## config.mk

```make
export PLATFORM = sky130hd
export DESIGN_NAME = rv_fetch_unit
export DESIGN_NICKNAME = d
export VERILOG_FILES = /design/src/rtl/rv_fetch_unit_pkg.sv /design/src/rtl/rv_fetch_fifo.sv /design/src/rtl/rv_fetch_unit.sv
export SDC_FILE = /design/constraint.sdc
export NUM_CORES = 1
export LEC_CHECK = 0
export BUFFER_PORTS_ARGS = -buffer_cell sky130_fd_sc_hd__buf_4
export CAP_MARGIN = 20
export CORE_AREA = 2 2 190 192
export DETAILED_ROUTE_END_ITERATION = 12
export DIE_AREA = 0 0 192 194
export PLACE_DENSITY_LB_ADDON = 0.12
export SYNTH_ARGS = -nofsm -noshare
export SYNTH_HDL_FRONTEND = slang
export SYNTH_SLANG_ARGS = --single-unit
```

## constraint.sdc

```tcl
create_clock -name clk -period 7.8 [get_ports clk]
set_input_delay 1.56 -clock clk [delete_from_list [all_inputs] [get_ports clk]]
set_output_delay 1.56 -clock clk [all_outputs]
set_load 0.02 [all_outputs]
```

## src/rtl/rv_fetch_unit_pkg.sv

```systemverilog
// Shared types for the instruction fetch stage.
package rv_fetch_unit_pkg;

    typedef logic [31:0] OperandType;
    typedef logic [31:0] RV32InstType;

    typedef struct packed {
        OperandType  pc;
        RV32InstType inst;
    } FetchEntryType;

    localparam RV32InstType NOP_INST = 32'h0000_0013;

endpackage

```

## src/rtl/rv_fetch_fifo.sv

```systemverilog
// Synchronous first-word-fall-through FIFO with flush; push and pop may coincide at any occupancy.
module rv_fetch_fifo #(
    parameter int unsigned DEPTH = 4,
    parameter type         T     = logic [31:0]
) (
    input  logic                         clk_i,
    input  logic                         rst_i,
    input  logic                         push_i,
    input  T                             data_i,
    input  logic                         pop_i,
    input  logic                         flush_i,
    output T                             data_o,
    output logic [$clog2(DEPTH+1)-1:0]   count_o,
    output logic                         full_o,
    output logic                         empty_o
);

    localparam int unsigned CntW = $clog2(DEPTH + 1);
    localparam int unsigned PtrW = (DEPTH > 1) ? $clog2(DEPTH) : 1;

    T                mem_q [DEPTH];
    logic [PtrW-1:0] wr_ptr_q, wr_ptr_d;
    logic [PtrW-1:0] rd_ptr_q, rd_ptr_d;
    logic [CntW-1:0] count_q, count_d;
    logic            do_push, do_pop;

    function automatic logic [PtrW-1:0] next_ptr(input logic [PtrW-1:0] p);
        return (p == PtrW'(DEPTH - 1)) ? '0 : p + 1'b1;
    endfunction

    assign empty_o = (count_q == '0);
    assign full_o  = (count_q == CntW'(DEPTH));
    assign count_o = count_q;
    assign data_o  = mem_q[rd_ptr_q];

    assign do_pop  = pop_i & ~empty_o;
    // A pop frees the slot the push needs, so a full FIFO still accepts a push alongside a pop.
    assign do_push = push_i & (~full_o | do_pop);

    always_comb begin
        wr_ptr_d = wr_ptr_q;
        rd_ptr_d = rd_ptr_q;
        count_d  = count_q;
        if (flush_i) begin
            wr_ptr_d = '0;
            rd_ptr_d = '0;
            count_d  = '0;
        end else begin
            if (do_push) wr_ptr_d = next_ptr(wr_ptr_q);
            if (do_pop)  rd_ptr_d = next_ptr(rd_ptr_q);
            count_d = count_q + CntW'(do_push) - CntW'(do_pop);
        end
    end

    always_ff @(posedge clk_i) begin
        if (rst_i) begin
            wr_ptr_q <= '0;
            rd_ptr_q <= '0;
            count_q  <= '0;
        end else begin
            wr_ptr_q <= wr_ptr_d;
            rd_ptr_q <= rd_ptr_d;
            count_q  <= count_d;
        end
    end

    always_ff @(posedge clk_i) begin
        if (do_push && !flush_i) mem_q[wr_ptr_q] <= data_i;
    end

endmodule

```

## src/rtl/rv_fetch_unit.sv

```systemverilog
// Instruction fetch stage: credit-limited imem requests, prefetch FIFO and redirect handling.
// Optional performance counters are enabled by defining RV_FETCH_PERF_EN.
module rv_fetch_unit
    import rv_fetch_unit_pkg::*;
#(
    parameter logic [31:0] RESET_PC        = 32'h0000_0000,
    parameter int unsigned FIFO_DEPTH      = 4,
    parameter int unsigned MAX_OUTSTANDING = 2
) (
    input  logic        clk,
    input  logic        rst,
    output OperandType  PC,
    output RV32InstType Inst,
    output logic        isInstValid,
    input  logic        FetchStall,
    input  logic        FetchJump,
    input  logic [31:0] TargetPC,
    output logic        ImemReq,
    output logic [31:0] ImemAddr,
    input  logic        ImemGnt,
    input  logic        ImemRvalid,
    input  logic [31:0] ImemRdata
`ifdef RV_FETCH_PERF_EN
    ,
    output logic [31:0] FetchStallCnt,
    output logic [31:0] FetchRedirectCnt
`endif
);

    localparam int unsigned OutW = $clog2(MAX_OUTSTANDING + 1);
    localparam int unsigned FCntW = $clog2(FIFO_DEPTH + 1);

    logic [31:0]     fetch_pc_q, fetch_pc_d;
    logic [OutW-1:0] outstanding_q, outstanding_d;
    logic [OutW-1:0] discard_q, discard_d;

    FetchEntryType   fifo_head, fifo_in;
    logic [FCntW-1:0] fifo_count;
    logic            fifo_full, fifo_empty, fifo_push, fifo_pop;

    OperandType      pcq_head;
    logic [OutW-1:0] pcq_count;
    logic            pcq_full, pcq_empty;

    logic            grant;

    assign ImemReq = ~rst & ~FetchJump
                   & (outstanding_q < OutW'(MAX_OUTSTANDING))
                   & ((32'(outstanding_q) + 32'(fifo_count)) < FIFO_DEPTH);
    assign ImemAddr = fetch_pc_q;
    assign grant    = ImemReq & ImemGnt;

    assign isInstValid = ~rst & ~fifo_empty & ~FetchJump;
    assign PC          = rst ? '0 : fifo_head.pc;
    assign Inst        = rst ? '0 : fifo_head.inst;

    assign fifo_pop  = isInstValid & ~FetchStall;
    assign fifo_push = ImemRvalid & (discard_q == '0) & ~FetchJump;
    assign fifo_in   = '{pc: pcq_head, inst: ImemRdata};

    rv_fetch_fifo #(
        .DEPTH (FIFO_DEPTH),
        .T     (FetchEntryType)
    ) u_prefetch_fifo (
        .clk_i   (clk),
        .rst_i   (rst),
        .push_i  (fifo_push),
        .data_i  (fifo_in),
        .pop_i   (fifo_pop),
        .flush_i (FetchJump),
        .data_o  (fifo_head),
        .count_o (fifo_count),
        .full_o  (fifo_full),
        .empty_o (fifo_empty)
    );

    // In-flight request addresses; never flushed, since wrong-path responses still return.
    rv_fetch_fifo #(
        .DEPTH (MAX_OUTSTANDING),
        .T     (OperandType)
    ) u_pc_queue (
        .clk_i   (clk),
        .rst_i   (rst),
        .push_i  (grant),
        .data_i  (fetch_pc_q),
        .pop_i   (ImemRvalid),
        .flush_i (1'b0),
        .data_o  (pcq_head),
        .count_o (pcq_count),
        .full_o  (pcq_full),
        .empty_o (pcq_empty)
    );

    always_comb begin
        fetch_pc_d    = fetch_pc_q;
        outstanding_d = outstanding_q + OutW'(grant) - OutW'(ImemRvalid);
        discard_d     = discard_q;
        if (FetchJump) begin
            fetch_pc_d = {TargetPC[31:2], 2'b00};
            discard_d  = outstanding_d;
        end else begin
            if (grant) fetch_pc_d = fetch_pc_q + 32'd4;
            if (ImemRvalid && discard_q != '0) discard_d = discard_q - 1'b1;
        end
    end

    always_ff @(posedge clk) begin
        if (rst) begin
            fetch_pc_q    <= RESET_PC;
            outstanding_q <= '0;
            discard_q     <= '0;
        end else begin
            fetch_pc_q    <= fetch_pc_d;
            outstanding_q <= outstanding_d;
            discard_q     <= discard_d;
        end
    end

`ifdef RV_FETCH_PERF_EN
    logic [31:0] stall_cnt_q, redirect_cnt_q;

    always_ff @(posedge clk) begin
        if (rst) begin
            stall_cnt_q    <= '0;
            redirect_cnt_q <= '0;
        end else begin
            if (isInstValid && FetchStall && stall_cnt_q != '1) stall_cnt_q <= stall_cnt_q + 32'd1;
            if (FetchJump && redirect_cnt_q != '1) redirect_cnt_q <= redirect_cnt_q + 32'd1;
        end
    end

    assign FetchStallCnt    = stall_cnt_q;
    assign FetchRedirectCnt = redirect_cnt_q;
`endif

    assert property (@(posedge clk) disable iff (rst)
        !(ImemRvalid && fifo_full && discard_q == '0));
    assert property (@(posedge clk) disable iff (rst) !(ImemRvalid && pcq_empty));
    assert property (@(posedge clk) disable iff (rst) !(grant && pcq_full && !ImemRvalid));
    assert property (@(posedge clk) disable iff (rst) pcq_count == outstanding_q);

endmodule
```

# Yosys cells after proc, flatten, opt, wreduce, memory -nomap -nowiden
# Memory sizes are Yosys's and may differ from the RTL's. A register that Yosys moved wholly into a read port is not among the register bits.
# Cells that the tools add are included.
[totals] ramBits=320 register_bits=47 word_cells=81 mem_count=2 inputBits=70 rom_bits=0 latch_bits=0
[memory_table] memory="u_prefetch_fifo.mem_q" depth=4 word_bits=64 read_ports=1 rd_ports_with_merged_regs=1 write_ports=1 line="rv_fetch_fifo.sv:21" text="T mem_q [DEPTH];"
[memory_table] memory="u_pc_queue.mem_q" depth=2 word_bits=32 read_ports=1 rd_ports_with_merged_regs=1 write_ports=1 line="rv_fetch_fifo.sv:21"
[op_classes] n_bitwise=22 n_reduce_logical=10 mux=18 eq_ne=4 multipliers=0 div_mod_pow=0 shift=0 magnitude_cmp=2 addsub=13
[op_table] cell="2-to-1 mux 32 bit" n=4
[op_table] cell="adder 32 x 3 -> 32 bit (second input constant)" n=1
[op_table] cell="bitwise AND 1 bit" n=13
[op_table] cell="2-to-1 mux 2 bit" n=6
[op_table] cell="2-to-1 mux 1 bit" n=8
[op_table] cell="NOT 1 bit" n=7
[op_table] cell="equality test 2 bit (second input constant)" n=3
[op_table] cell="nonzero test 2 bit" n=3
[op_table] cell="adder 2 x 1 -> 2 bit" n=2
[op_table] cell="adder 2 x 1 -> 2 bit (second input constant)" n=2
[op_table] cell="adder 2 x 3 -> 4 bit" n=1
[op_table] cell="logical NOT 2 bit" n=2
[op_table] cell="< comparator 4 x 3 -> 1 bit (second input constant)" n=1
[op_table] cell="subtractor 2 x 1 -> 2 bit" n=2
[op_table] cell="adder 3 x 1 -> 3 bit" n=1
[op_table] cell="equality test 3 bit (second input constant)" n=1
[op_table] cell="logical NOT 3 bit" n=1
[op_table] cell="subtractor 3 x 1 -> 3 bit" n=1
[op_table] cell="adder 1 bit (second input constant)" n=2
[op_table] cell="logical AND 1 bit" n=2
[op_table] cell="< comparator 2 bit (second input constant)" n=1
[op_table] cell="OR 1 bit" n=2
[op_table] cell="OR reduction 2 bit" n=1
[op_table] cell="subtractor 2 x 1 -> 2 bit (second input constant)" n=1
[op_table] cell="logical NOT 1 bit" n=1

# Depth between registers and ports, before layout
# Gate-level depths: netlist of run 1.
[depth] depth_word=11 depth_mapped=12

# Modules after synthesis
# Synthesis of run 1 repeated with hierarchy kept, for this count alone.
[hier_totals] cells_unflattened=834 hier_area_um2=14691.6
[modules_own_cells] mod="rv_fetch_fifo at u_prefetch_fifo" area_each_um2=9723.1 seq_area_each_um2=7867.5 instances=1 cells_per_inst=385
[modules_own_cells] mod="rv_fetch_fifo at u_pc_queue" area_each_um2=2551.2 seq_area_each_um2=2021.9 instances=1 cells_per_inst=130
[modules_own_cells] mod="rv_fetch_unit" area_each_um2=2417.3 seq_area_each_um2=680.7 instances=1 cells_per_inst=319

# Worst setup path before layout of run 1
# Ideal clock, no wire load.
[synth_timing] path_kind="input-to-reg" startpoint="input FetchJump" endpoint="memory u_pc_queue.mem_q[0][10] (netlist name) (enable)" arrival_time_ps=4746 path_buffers=2 setup_time_ps=455 required_ps=7345 stages=6 path_slack_ps=2599 path_cell_list="buf_6 or4b_4 nor2_4 inv_2 clkbuf_1 nor3_1"
[synth_via] elab_chain_len=8
[synth_lines] element="from (decl)" line="rv_fetch_unit.sv:16" text="input logic FetchJump,"
[synth_lines] element="NOT 1 bit" line="rv_fetch_unit.sv:47" text="assign ImemReq = ~rst & ~FetchJump"
[synth_lines] element="bitwise AND 1 bit" line="rv_fetch_unit.sv:47"
[synth_lines] element="bitwise AND 1 bit" line="rv_fetch_unit.sv:48" text="& (outstanding_q < OutW'(MAX_OUTSTANDING))"
[synth_lines] element="bitwise AND 1 bit" line="rv_fetch_unit.sv:49" text="& ((32'(outstanding_q) + 32'(fifo_count)) < FIFO_DEPTH);"
[synth_lines] element="bitwise AND 1 bit" line="rv_fetch_unit.sv:51" text="assign grant = ImemReq & ImemGnt;"
[synth_lines] element="bitwise AND 1 bit" line="rv_fetch_fifo.sv:38" text="assign do_push = push_i & (~full_o | do_pop);"
[synth_lines] element="2-to-1 mux 1 bit" line="rv_fetch_fifo.sv:68" text="if (do_push && !flush_i) mem_q[wr_ptr_q] <= data_i;"
[synth_lines] element="2-to-1 mux 1 bit (not written as such)" line="rv_fetch_fifo.sv:68"
[synth_lines] element="to (decl)" line="rv_fetch_fifo.sv:21"
# Every way passes these cells.

# Worst setup path after layout of run 1
[layout_timing] startpoint="input rst" endpoint="output Inst[22]"
[layout_via] elab_chain_len=1
[layout_lines] element="from (decl)" line="rv_fetch_unit.sv:11" text="input logic rst,"
[layout_lines] element="2-to-1 mux 32 bit" line="rv_fetch_unit.sv:55" text="assign Inst = rst ? '0 : fifo_head.inst;"
[layout_lines] element="to (decl)" line="rv_fetch_unit.sv:13" text="output RV32InstType Inst,"
# Every way passes these cells.

==> results of run 1 <==
-- cell type report --
cell class | count | area [sq um] | share of cell area
Sequential cell | 356 | 10200 | 0.593
Inverter | 19 | 71.3 | 0.00414
Multi-Input combinational cell | 407 | 3760 | 0.218
Clock buffer | 53 | 1170 | 0.0682
Clock inverter | 19 | 175 | 0.0102
Timing Repair Buffer | 167 | 1250 | 0.0728
Tap cell | 461 | 577 | 0.0335
-- power by group through the flow --
stage | registers [mW] | clock network [mW] | logic [mW]
5_1_grt | 2.24 | 2.01 | 0.399
4_1_cts | 2.23 | 1.93 | 0.370
3_3_place_gp | 2.27 | 0 | 0.365
3_5_place_dp | 2.27 | 0 | 0.368
2_1_floorplan | 2.24 | 0 | 0.234
6_report | 2.23 | 1.88 | 0.363
-- critical path, cell delays in order --
cell    delay, ns
buf_4        0.27
inv_2        0.20
buf_4        0.51
and2_1       0.25
buf_4        0.15
-- placed cells by master (no fill, tap or decap), types with 4 or more instances in the layout --
cell type	synthesis	layout
mux2_2	31	31
o21ai_0	14	14
nor2_1	41	41
edfxtp_1	308	308
nand3_1	9	9
o211ai_1	9	9
or3_1	5	5
xor2_1	4	4
a31oi_1	10	10
nor3_1	13	12
a222oi_1	5	5
clkbuf_16	0	44
ha_1	14	14
nand4_1	11	11
a32oi_1	5	5
clkinv_1	0	6
inv_1	18	17
and2_4	0	4
xnor2_1	7	7
clkbuf_1	25	5
clkinv_2	0	6
nand2_1	30	30
buf_4	4	167
conb_1	1	4
and2_1	72	68
a21oi_1	14	14
clkbuf_8	0	4
dfxtp_1	48	45
mux4_2	62	62
-- cells by family after synthesis --
| group | Yosys count | share of synthesized area |
|---|---|---|
| buf+inv | 60 | 0.0187 |
| fa+ha+maj | 15 | 0.0137 |
| compound gates | 76 | 0.0366 |
| other cells | 1 | 0.000264 |
| xor+xnor | 11 | 0.00678 |
| flops | 356 | 0.719 |
| mux | 96 | 0.125 |
| simple gates | 205 | 0.0802 |
-- per-layer routing --
| layer | vias up | GRT usage | part of all wire |
|---|---|---|---|
| li1 | 3560 | - | - |
| met5 | - | 0 | 0 |
| met3 | 33 | 0.0346 | 0.065 |
| met4 | 0 | 0.0427 | 0.017 |
| met2 | 230 | 0.260 | 0.47 |
| met1 | 3867 | 0.227 | 0.45 |
-- flip-flops by register name, summed over array words and instances (netlist names), named ones only --
name,count
ImemAddr,30
u_prefetch_fifo.rd_ptr_q,2
u_prefetch_fifo.count_o,3
u_pc_queue.wr_ptr_q,1
discard_q,2
u_pc_queue.count_o,2
u_pc_queue.rd_ptr_q,1
u_pc_queue.mem_q,60
outstanding_q,2
u_prefetch_fifo.wr_ptr_q,2
u_prefetch_fifo.mem_q,248
-- path summary, 6_finish.rpt --
check	endpoint	from	slack (ns)
min	flip-flop	u_prefetch_fifo.rd_ptr_q[1]	0.49
max	Inst[22]	rst	3.25
min reg2reg	flip-flop	u_prefetch_fifo.rd_ptr_q[1]	0.49
max reg2reg	u_pc_queue.mem_q[0][19]	u_prefetch_fifo.count_o[1]	4.47
==> results.txt, run 1 <==
- The clock reaches the later pin of the worst-skew pair after around 0.51 ns.
- In this run the deepest clock path goes through 3 buffers.
* Library cell occupying the most area in the post-synthesis netlist: edfxtp_1
* Number of sinks driven by the clock tree: 356
- Final-stage net count: ~1.1k
* Seq pwr share: 0.499
* Depth of the worst hold-timing path: 2
- Worst Hold Class: flip-flop to flip-flop
- Vias per inst: 5.19
- Of the available clock period, the critical path in the final layout requires 0.584.
- Post-CTS Hold Buffers: 0
* Setup repair after global routing missed its margin: no
- STA puts the critical path data arrival time at between 2 and 3 ns.
- In this run the core area contains 69 standard-cell rows.
- After floorplanning, the core was sized to cover approximately 35,000 sq um.
- After filler insertion, the fill cell instance count of the layout stands at about 3k.
- Worst reg2reg path depth: 6
* Logic pwr share: 0.081
- Cell-internal power: approximately 3.5 mW
* Mean routed wirelength per cell: between 20 and 25 um
* H-tree depth reported by CTS: 2
- Area growth syn-to-layout: 21.3%
* Congestion Overflow GR: 0
* WS Path Type: input pin to output port
- Across all layers, the routed design uses around 7.7k vias.
* Dominant cells by area after synthesis: edfxtp_1 65%, mux4_2 9.8%, dfxtp_1 6.8%, and2_1 3.2%, mux2_2 2.5%
* Peak VDD IR: 159 uV
- Primary flip-flop cell chosen by synthesis mapping: edfxtp_1
- TritonCTS built the clock tree.
- Fraction of layout instances using a drive strength above 1: 0.335
- Prior to clock tree synthesis, the placed netlist has a worst setup slack of a little over 3 ns.
* Count of routing violations after the opening detailed-route iteration: between 500 and 600
- The share of synthesized area in the top cell type comes to 0.651.
- Reg clk slew, reported paths: around 0.060 ns
* Die outline height: 194 um
- Placed Instance Area: roughly 16,000 sq um
- Largest net degree at the start of global routing: 63
* Final total power: between 4 and 5 mW
* Number of resized instances in the post-cts repair step: 0
* Die Outline Area: between 30,000 and 40,000 sq um
- Post-DP HPWL: 17,600 um
* Share of power burned in the clock network: 0.420
* Placed cell count: 1,410
- Setup slack on the critical path of the routed design comes to around 3.2 ns.
- Adding up every negative setup slack in the final design gives 0 ns.
- In this run, distinct cell masters in the synthesized netlist total 60.
- After detailed routing, the number of remaining DRC violations is 0.
- Leak Pwr: roughly 5.9 nW
- The worst setup path is launched from an input pin.
- A synthesized cell averages about 17 sq um.
* Switching component of the power: 0.969 mW
- The initial antenna violation count was 0.
- Sequential cell area fraction in the yosys report: 0.719
- Post-Route Utilization: 0.489
- Hold Violations, Final: 0
- Starting utilization of the core area: 0.403
- Final ANT Viol Nets: 0
- Along the worst path, the maximum fanout reaches a little under 60.
* Total power density per cell area: ~260 nW/um^2
- After routing the design area is roughly 17,000 sq um.
- Summed over all layers, the routed wires come to 30,000 um.
* Cell types with the highest counts after synthesis: 308 x edfxtp_1, 72 x and2_1, 62 x mux4_2, 48 x dfxtp_1, 41 x nor2_1
- Counting flops and latches in the post-synthesis netlist gives about 360.
- Global placement routability congestion: between 0.8 and 0.9
- Non-filler cells, final: 1,482
- The number of clock buffers added by TritonCTS is 40.
- Number of max-slew violations in the final report: 0
* Most frequently used cell type in the post-synthesis netlist: edfxtp_1
- Diode count: 0
* Port Buf Inserts: between 150 and 200
* Global router's overall resource usage: 0.163
- Status: completed
- Root buffer selected by CTS: clkbuf_16
- For the pin with the worst max-slew slack, the measured transition is between 1 and 1.5 ns.
- Yosys printed 0 warnings.
- Mapped Cells: 820
- STA classifies the critical path endpoint as an output port.
- Die width: about 190 um
* Max Freq: about 220 MHz
- Number of max-cap violations: 0
- Relative slew margins: 0.314
- Final hold slack: between 0.4 and 0.5 ns
- First-pass GRT wire length: 45,900 um
- Worst Path Required: ~6.2 ns
* Final clock skew: 0.00996 ns
- Yosys mapped a number of flops with a built-in enable equal to about 300.
* Cell area after synthesis: around 14,000 sq um
- Once the clock tree was built, the setup fixing pass inserted 0 buffers.
- Count of boundary I/O pins: approximately 170
- Setup violations remaining at the end of the flow were counted as 0.
- The clock period could shrink to approximately 4.6 ns.
* Net switching fraction of the power: 0.217
- Initial DRT Pass Iterations: 8
- Of all flip-flops after synthesis, the portion carrying an async set or reset was 0.
- The number of global-route vias before repair was about 7.8k.
Note: power is estimated with default switching activity, not from simulation.
==> run 2, diff against run 1 <==
==> constraint.sdc (replaced) <==
create_clock -name clk -period 4.3 [get_ports clk]
set_input_delay 0.86 -clock clk [delete_from_list [all_inputs] [get_ports clk]]
set_output_delay 0.86 -clock clk [all_outputs]
set_load 0.02 [all_outputs]
==> results.txt, run 2 (same netlist as run 1, synthesis figures left out) <==
- Of the available clock period, the critical path in the final layout requires 0.778.
- Total power density per cell area: 454 nW/um^2 (+75%)
- Number of global-route vias before repair: 7,924 (+1.2%)
* Worst Hold Class: flip-flop to flip-flop
- Crit start category: flip-flop
- The filler-free cell count of the finished design came to 1,491 (+0.61%).
- The initial DRC count is 466 (-7.7%).
- The floorplan row count is 69 (unchanged).
- Final setup fails: 0 (unchanged)
* DP Worst Slack: 0.868 ns (-2.18 ns)
* Mean routed wirelength per cell: 20.4 um (+0.98%)
- TritonCTS built the clock tree.
- The internal cell power came to 6.07 mW (+74%).
- The number of flip-flops in the largest register was 248 (unchanged).
- The smallest setup slack after layout came to 0.955 ns (-2.29 ns).
- The total wirelength of the detailed-routed design came to 30,500 um (+1.6%).
- Endpoint arrival time on the critical path: 2.48 ns (-0.51 ns)
* Largest net degree at the start of global routing: 63 (unchanged)
- Status: completed
- The top cell types in the final layout, fill and taps aside, are 308 x edfxtp_1, 172 x buf_4, 68 x and2_1, 62 x mux4_2, 45 x dfxtp_1.
- The share of total power in the clock network was 0.399 (-0.021).
- Placed Instance Area: 16,000 sq um (+1.0%)
- The number of I/O pins is 168 (unchanged).
- The static leakage was 5.88 nW (+0.20%).
* WS Path Type: flip-flop to output port
- The count of antenna diodes in the layout came to 0 (unchanged).
- Top fanout value on the critical path: 25 (-57%)
- The buffers inserted during post-CTS setup optimization was 0 (unchanged).
- The share of total power in combinational logic came to 0.086 (+0.005).
- First-pass GRT wire length: 46,700 um (+1.8%)
- The fraction of final layout cells with drive strength greater than 1 is 0.340 (+0.00484).
- Starting utilization of the core area: 0.403 (unchanged)
* Number of sinks driven by the clock tree: 356 (unchanged)
- The die outline height came to 194 um (unchanged).
- The all-layer global routing usage is 0.164 (+0.000925).
* Floorplan Core Area: 35,200 sq um (unchanged)
- Source-to-sink clock delay at the later pin of the worst-skew pair: 0.52 ns (about the same)
- Relative to the synthesized area, the layout overhead comes to 21.4%.
- Final-stage net count: 1,086 (+0.93%)
- Critical path endpoint category: output port
- The relative contribution of sequential cells to total power came to 0.515 (+0.016).
* Hold Violations, Final: 0 (unchanged)
* Net switching fraction of the power: 0.226 (+0.00888)
- Final critical path time including I/O delays and setup: between 3 and 4 ns
* Setup Total Neg Slack: 0 ns (unchanged)
* Number of max-cap violations: 0 (unchanged)
- Post-DP HPWL: 19,000 um (+8.2%)
- The hold-fix buffer count after cts came to 0 (unchanged).
- Area taken by flip-flops and latches: 10,200 sq um (unchanged)
* Setup repair after global routing missed its margin: no
* Worst slew pin tran: 0.995 ns (-0.0334 ns)
- Final ANT Viol Nets: 0 (unchanged)
* Port Buf Inserts: 161 (unchanged)
- The required time of the worst setup path came to 3.44 ns (-2.80 ns).
* Finished layout cell area: 17,300 sq um (+0.15%)
- The number of search-and-repair iterations in the first detailed-routing pass is 5 (-3).
* Clk buf depth: 3 (unchanged)
- Most common cell after layout, fill and taps aside: edfxtp_1
- H-tree depth reported by CTS: 2 (unchanged)
- The clock transition at the register clock pins on the worst setup and hold paths after CTS is 0.06 ns (about the same).
* Max Freq: about 300 MHz
* Die Outline Area: 37,200 sq um (unchanged)
* Final hold slack: 0.490 ns (+0.00420 ns)
- Congestion Overflow GR: 0 (unchanged)
- The total CTS buffers came to 39 (-2.5%).
* Initial antenna violation count: 0 (unchanged)
- Root buffer selected by CTS: clkbuf_16
- DRC violations left: 0 (unchanged)
* Multi-input logic area: 3760 sq um (+0.17%)
- Die width: 192 um (unchanged)
* Relative slew margins: 0.337 (+0.0223)
* Placed cell count: 1,421 (+0.78%)
* Final clock skew: 0.0160 ns (+0.00604 ns)
- Number of resized instances in the post-cts repair step: 0 (unchanged)
- Number of filler instances in the final layout: 3,049 (-0.36%)
- The detailed-route vias per instance came to 5.19 (about the same).
- The largest voltage drop on the vdd net is 237 uV (+49%).
- Global placement routability congestion: 0.823 (+0.27%)
- Switching component of the power: 1.77 mW (+83%)
- The number of slew-limit violations in the final report is 0 (unchanged).
* Routed via count: 7,739 (+0.64%)
- Register with the most flip-flops: u_prefetch_fifo.mem_q
run 2: layer usage:
layer | GRT usage | vias up | share of wire
li1 | - | 3575 | -
met1 | 0.234 | 3903 | 0.46
met2 | 0.262 | 220 | 0.47
met3 | 0.0302 | 41 | 0.052
met4 | 0.0359 | 0 | 0.015
met5 | 0 | - | 0
run 2: worst max-delay path, stage by stage (launching register included):
cell	delay, ns
dfxtp_4	0.71
buf_4	0.35
mux4_2	0.55
and2_1	0.19
buf_4	0.16
run 2: stage by stage:
stage,utilization,power [mW]
after floorplan,-,4.50
after detailed placement,0.455,4.79
after CTS,0.490,7.94
after global placement,0.455,4.78
final,0.490,7.84
after global routing,0.490,8.15
run 2: final cells by class:
| class | instances | share of cell area |
|---|---|---|
| Timing Repair Buffer | 178 | 0.0818 |
| Sequential cell | 356 | 0.592 |
| Tap cell | 461 | 0.0334 |
| Clock buffer | 51 | 0.0622 |
| Inverter | 19 | 0.00413 |
| Multi-Input combinational cell | 407 | 0.218 |
| Clock inverter | 19 | 0.00805 |
run 2: path summary, 6_finish.rpt:
path                               start                      end  slack, ns  cells after the start
max                            flip-flop                    PC[8]       0.96                      4
min          u_prefetch_fifo.rd_ptr_q[1]                flip-flop       0.49                      2
min reg2reg  u_prefetch_fifo.rd_ptr_q[1]                flip-flop       0.49                      2
max reg2reg   u_prefetch_fifo.count_o[1]  u_pc_queue.mem_q[1][11]       1.75                      7
run 2: power groups by stage:
stage	clock network [mW]	registers, mW	logic [mW]
CTS	3.22	4.04	0.685
detailed placement	0	4.11	0.682
finish	3.13	4.04	0.674
global route	3.36	4.05	0.738
floorplan	0	4.07	0.424
global placement	0	4.11	0.676
==> run 3, diff against run 2 <==
==> constraint.sdc (replaced) <==
create_clock -name clk -period 2.7 [get_ports clk]
set_input_delay 0.54 -clock clk [delete_from_list [all_inputs] [get_ports clk]]
set_output_delay 0.54 -clock clk [all_outputs]
set_load 0.02 [all_outputs]
==> results.txt, run 3 (same netlist as run 1, synthesis figures left out) <==
- DRC violations left: 0 (unchanged)
* Vias per inst: 5.19 (about the same)
- Die Outline Area: 37,200 sq um (unchanged)
* Finished layout cell area: 17,800 sq um (+3.0%)
- The reported max-cap violation count is 0 (unchanged).
- Number of sinks driven by the clock tree: 356 (unchanged)
- The all-layer global routing usage is 0.166 (+0.00264).
- Worst Path Required: 2.16 ns (-1.28 ns)
* Diode count: 0 (unchanged)
- Crit-path slowest cell: mux4_2
- Part of the cycle the worst path needs: 0.971
- Congestion Overflow GR: 0 (unchanged)
* Post-Route WL: 31,000 um (+1.9%)
- The register with the most flip-flops in the final layout is u_prefetch_fifo.mem_q.
- The met3 demand-to-capacity share in global routing was 0.0286 (-0.00163).
* Initial antenna violation count: 0 (unchanged)
- The worst setup path is captured at an output port.
* Worst slew pin tran: 0.584 ns (-0.411 ns)
- H-tree depth reported by CTS: 2 (unchanged)
- Count of routing violations after the opening detailed-route iteration: 482 (+3.4%)
- Fraction of layout instances using a drive strength above 1: 0.362 (+0.0220)
- Max Freq: 381 MHz
- The remaining antenna violation count after routing is 0 (unchanged).
- Floorplan Core Area: 35,200 sq um (unchanged)
* Final total power: 12.9 mW (+64%)
- Global-route met2 utilization: 0.258 (-0.00481)
- The latest clock arrival within the worst-skew pair was 0.53 ns (about the same).
- The final hold violation count was 0 (unchanged).
- The static leakage came to 6.13 nW (+4.3%).
- The total CTS buffers came to 39 (unchanged).
- Peak VDD IR: 404 uV (+70%)
* Setup Total Neg Slack: 0 ns (unchanged)
* Crit start category: flip-flop
- The arrival time reported for the critical path endpoint is 2.08 ns (-0.40 ns).
- Worst Hold Class: input pin to flip-flop
* Number of global-route vias before repair: 7,957 (+0.42%)
- Final critical path time including I/O delays and setup: approximately 2.6 ns
- The worst setup path is of the flip-flop to output port kind.
- The run finished with clean final reports.
- From synthesis to final layout, the design area changed by 25.1%.
* Starting utilization of the core area: 0.403 (unchanged)
- Global-route layer with the greatest usage: met2
* Sequence of cells on the critical path: buf_12 > mux4_2 > and2_1 > buf_4
* Die outline height: 194 um (unchanged)
- Die width: 192 um (unchanged)
- The cell family contributing the most delay on the critical path is multiplexers.
- The hold-fix buffer count after cts came to 0 (unchanged).
- Commonest cells after routing, fill and taps aside: 308 x edfxtp_1, 191 x buf_4, 65 x and2_1, 62 x mux4_2, 46 x dfxtp_1
* Post-DP HPWL: 20,100 um (+5.8%)
* Reg clk slew, reported paths: 0.06 ns (about the same)
- The count of buffers inserted at the top-level ports is 161 (unchanged).
- CTS placed an instance of clkbuf_16 at the clock tree root.
* Placed cell count: 1,448 (+1.9%)
- The filler-free cell count of the finished design was 1,525 (+2.3%).
- The global-route wire length before repair was 47,400 um (+1.4%).
- The final routed wire length divided by cell count is 20.4 um (-0.35%).
- Flip-flop count of the largest register after layout: 248 (unchanged)
- The total via count after detailed routing was 7,913 (+2.2%).
* Most common cell after layout, fill and taps aside: edfxtp_1
- Placed Instance Area: 16,400 sq um (+2.1%)
* Count of boundary I/O pins: 168 (unchanged)
* Largest incremental delay on the critical path: 0.57 ns (-0.14 ns)
* Final clock skew: 0.0196 ns (+0.00359 ns)
- Clk buf depth: 3 (unchanged)
- The routing usage on met1 is 0.246 (+0.0114).
* Initial DRT Pass Iterations: 5 (unchanged)
- Number of max-slew violations in the final report: 0 (unchanged)
- The power per cell area was 725 nW/um^2 (+60%).
- The relative max-transition margin is 0.607 (+0.271).
- Global placement routability congestion: 0.828 (+0.61%)
- The highest fanout seen on the critical path came to 17 (-32%).
* TritonCTS clock tree: built
- Row cnt: 69 (unchanged)
- Bufs and invs on worst path: 2 (unchanged)
- The final net count is 1,118 (+2.9%).
- Final setup fails: 0 (unchanged)
- The maximum number of pins on one net before global-route repair was 45 (-29%).
[run 3: where the power goes]
part	leakage (nW)	switching [mW]	internal (mW)
clock network	0.638	2.08	3.25
logic	2.29	0.641	0.548
registers	3.20	0.117	6.25
total	6.13	2.84	10.0
[run 3: metrics by stage]
| step | hold WS (ns) | utilization | setup WS, ns |
|---|---|---|---|
| final | 0.228 | 0.504 | 0.0770 |
| after floorplan | 0.463 | - | -0.135 |
| after global routing | 0.206 | 0.504 | -0.00387 |
| after CTS | 0.206 | 0.502 | 0.000482 |
| after global placement | 0.482 | 0.465 | 0.0450 |
| after detailed placement | 0.488 | 0.465 | 0.0410 |
[run 3: path summary, 6_finish.rpt]
path | start | endpoint | slack (ns) | cells past startpoint
setup / recovery | flip-flop | PC[13] | 0.08 | 4
hold / removal | ImemRdata[1] | u_prefetch_fifo.mem_q[1][1] | 0.23 | 1
setup reg to reg | u_prefetch_fifo.count_o[1] | discard_q[1] | 0.37 | 11
hold reg to reg | u_prefetch_fifo.rd_ptr_q[1] | flip-flop | 0.50 | 2
[run 3: metal layers]
metal / vias up / part of all wire
li1: 3652 / -
met1: 3987 / 0.47
met2: 232 / 0.46
met3: 42 / 0.054
met4: 0 / 0.019
met5: - / 0
[run 3: cell type report]
class | instances | area, sq um
Clock buffer | 45 | 1040
Clock inverter | 27 | 270
Fill cell | 2983 | 17500
Inverter | 19 | 71.3
Multi-Input combinational cell | 407 | 3770
Sequential cell | 356 | 10200
Tap cell | 461 | 577
Timing Repair Buffer | 210 | 1820
[run 3: timing repair]
action / in CTS / in global routing
endpoints found under the setup margin: 15 / 8
gates cloned: 0 / 0
pin swaps: 0 / 0
gates resized for setup: 1 / 5
setup buffers: 0 / 5
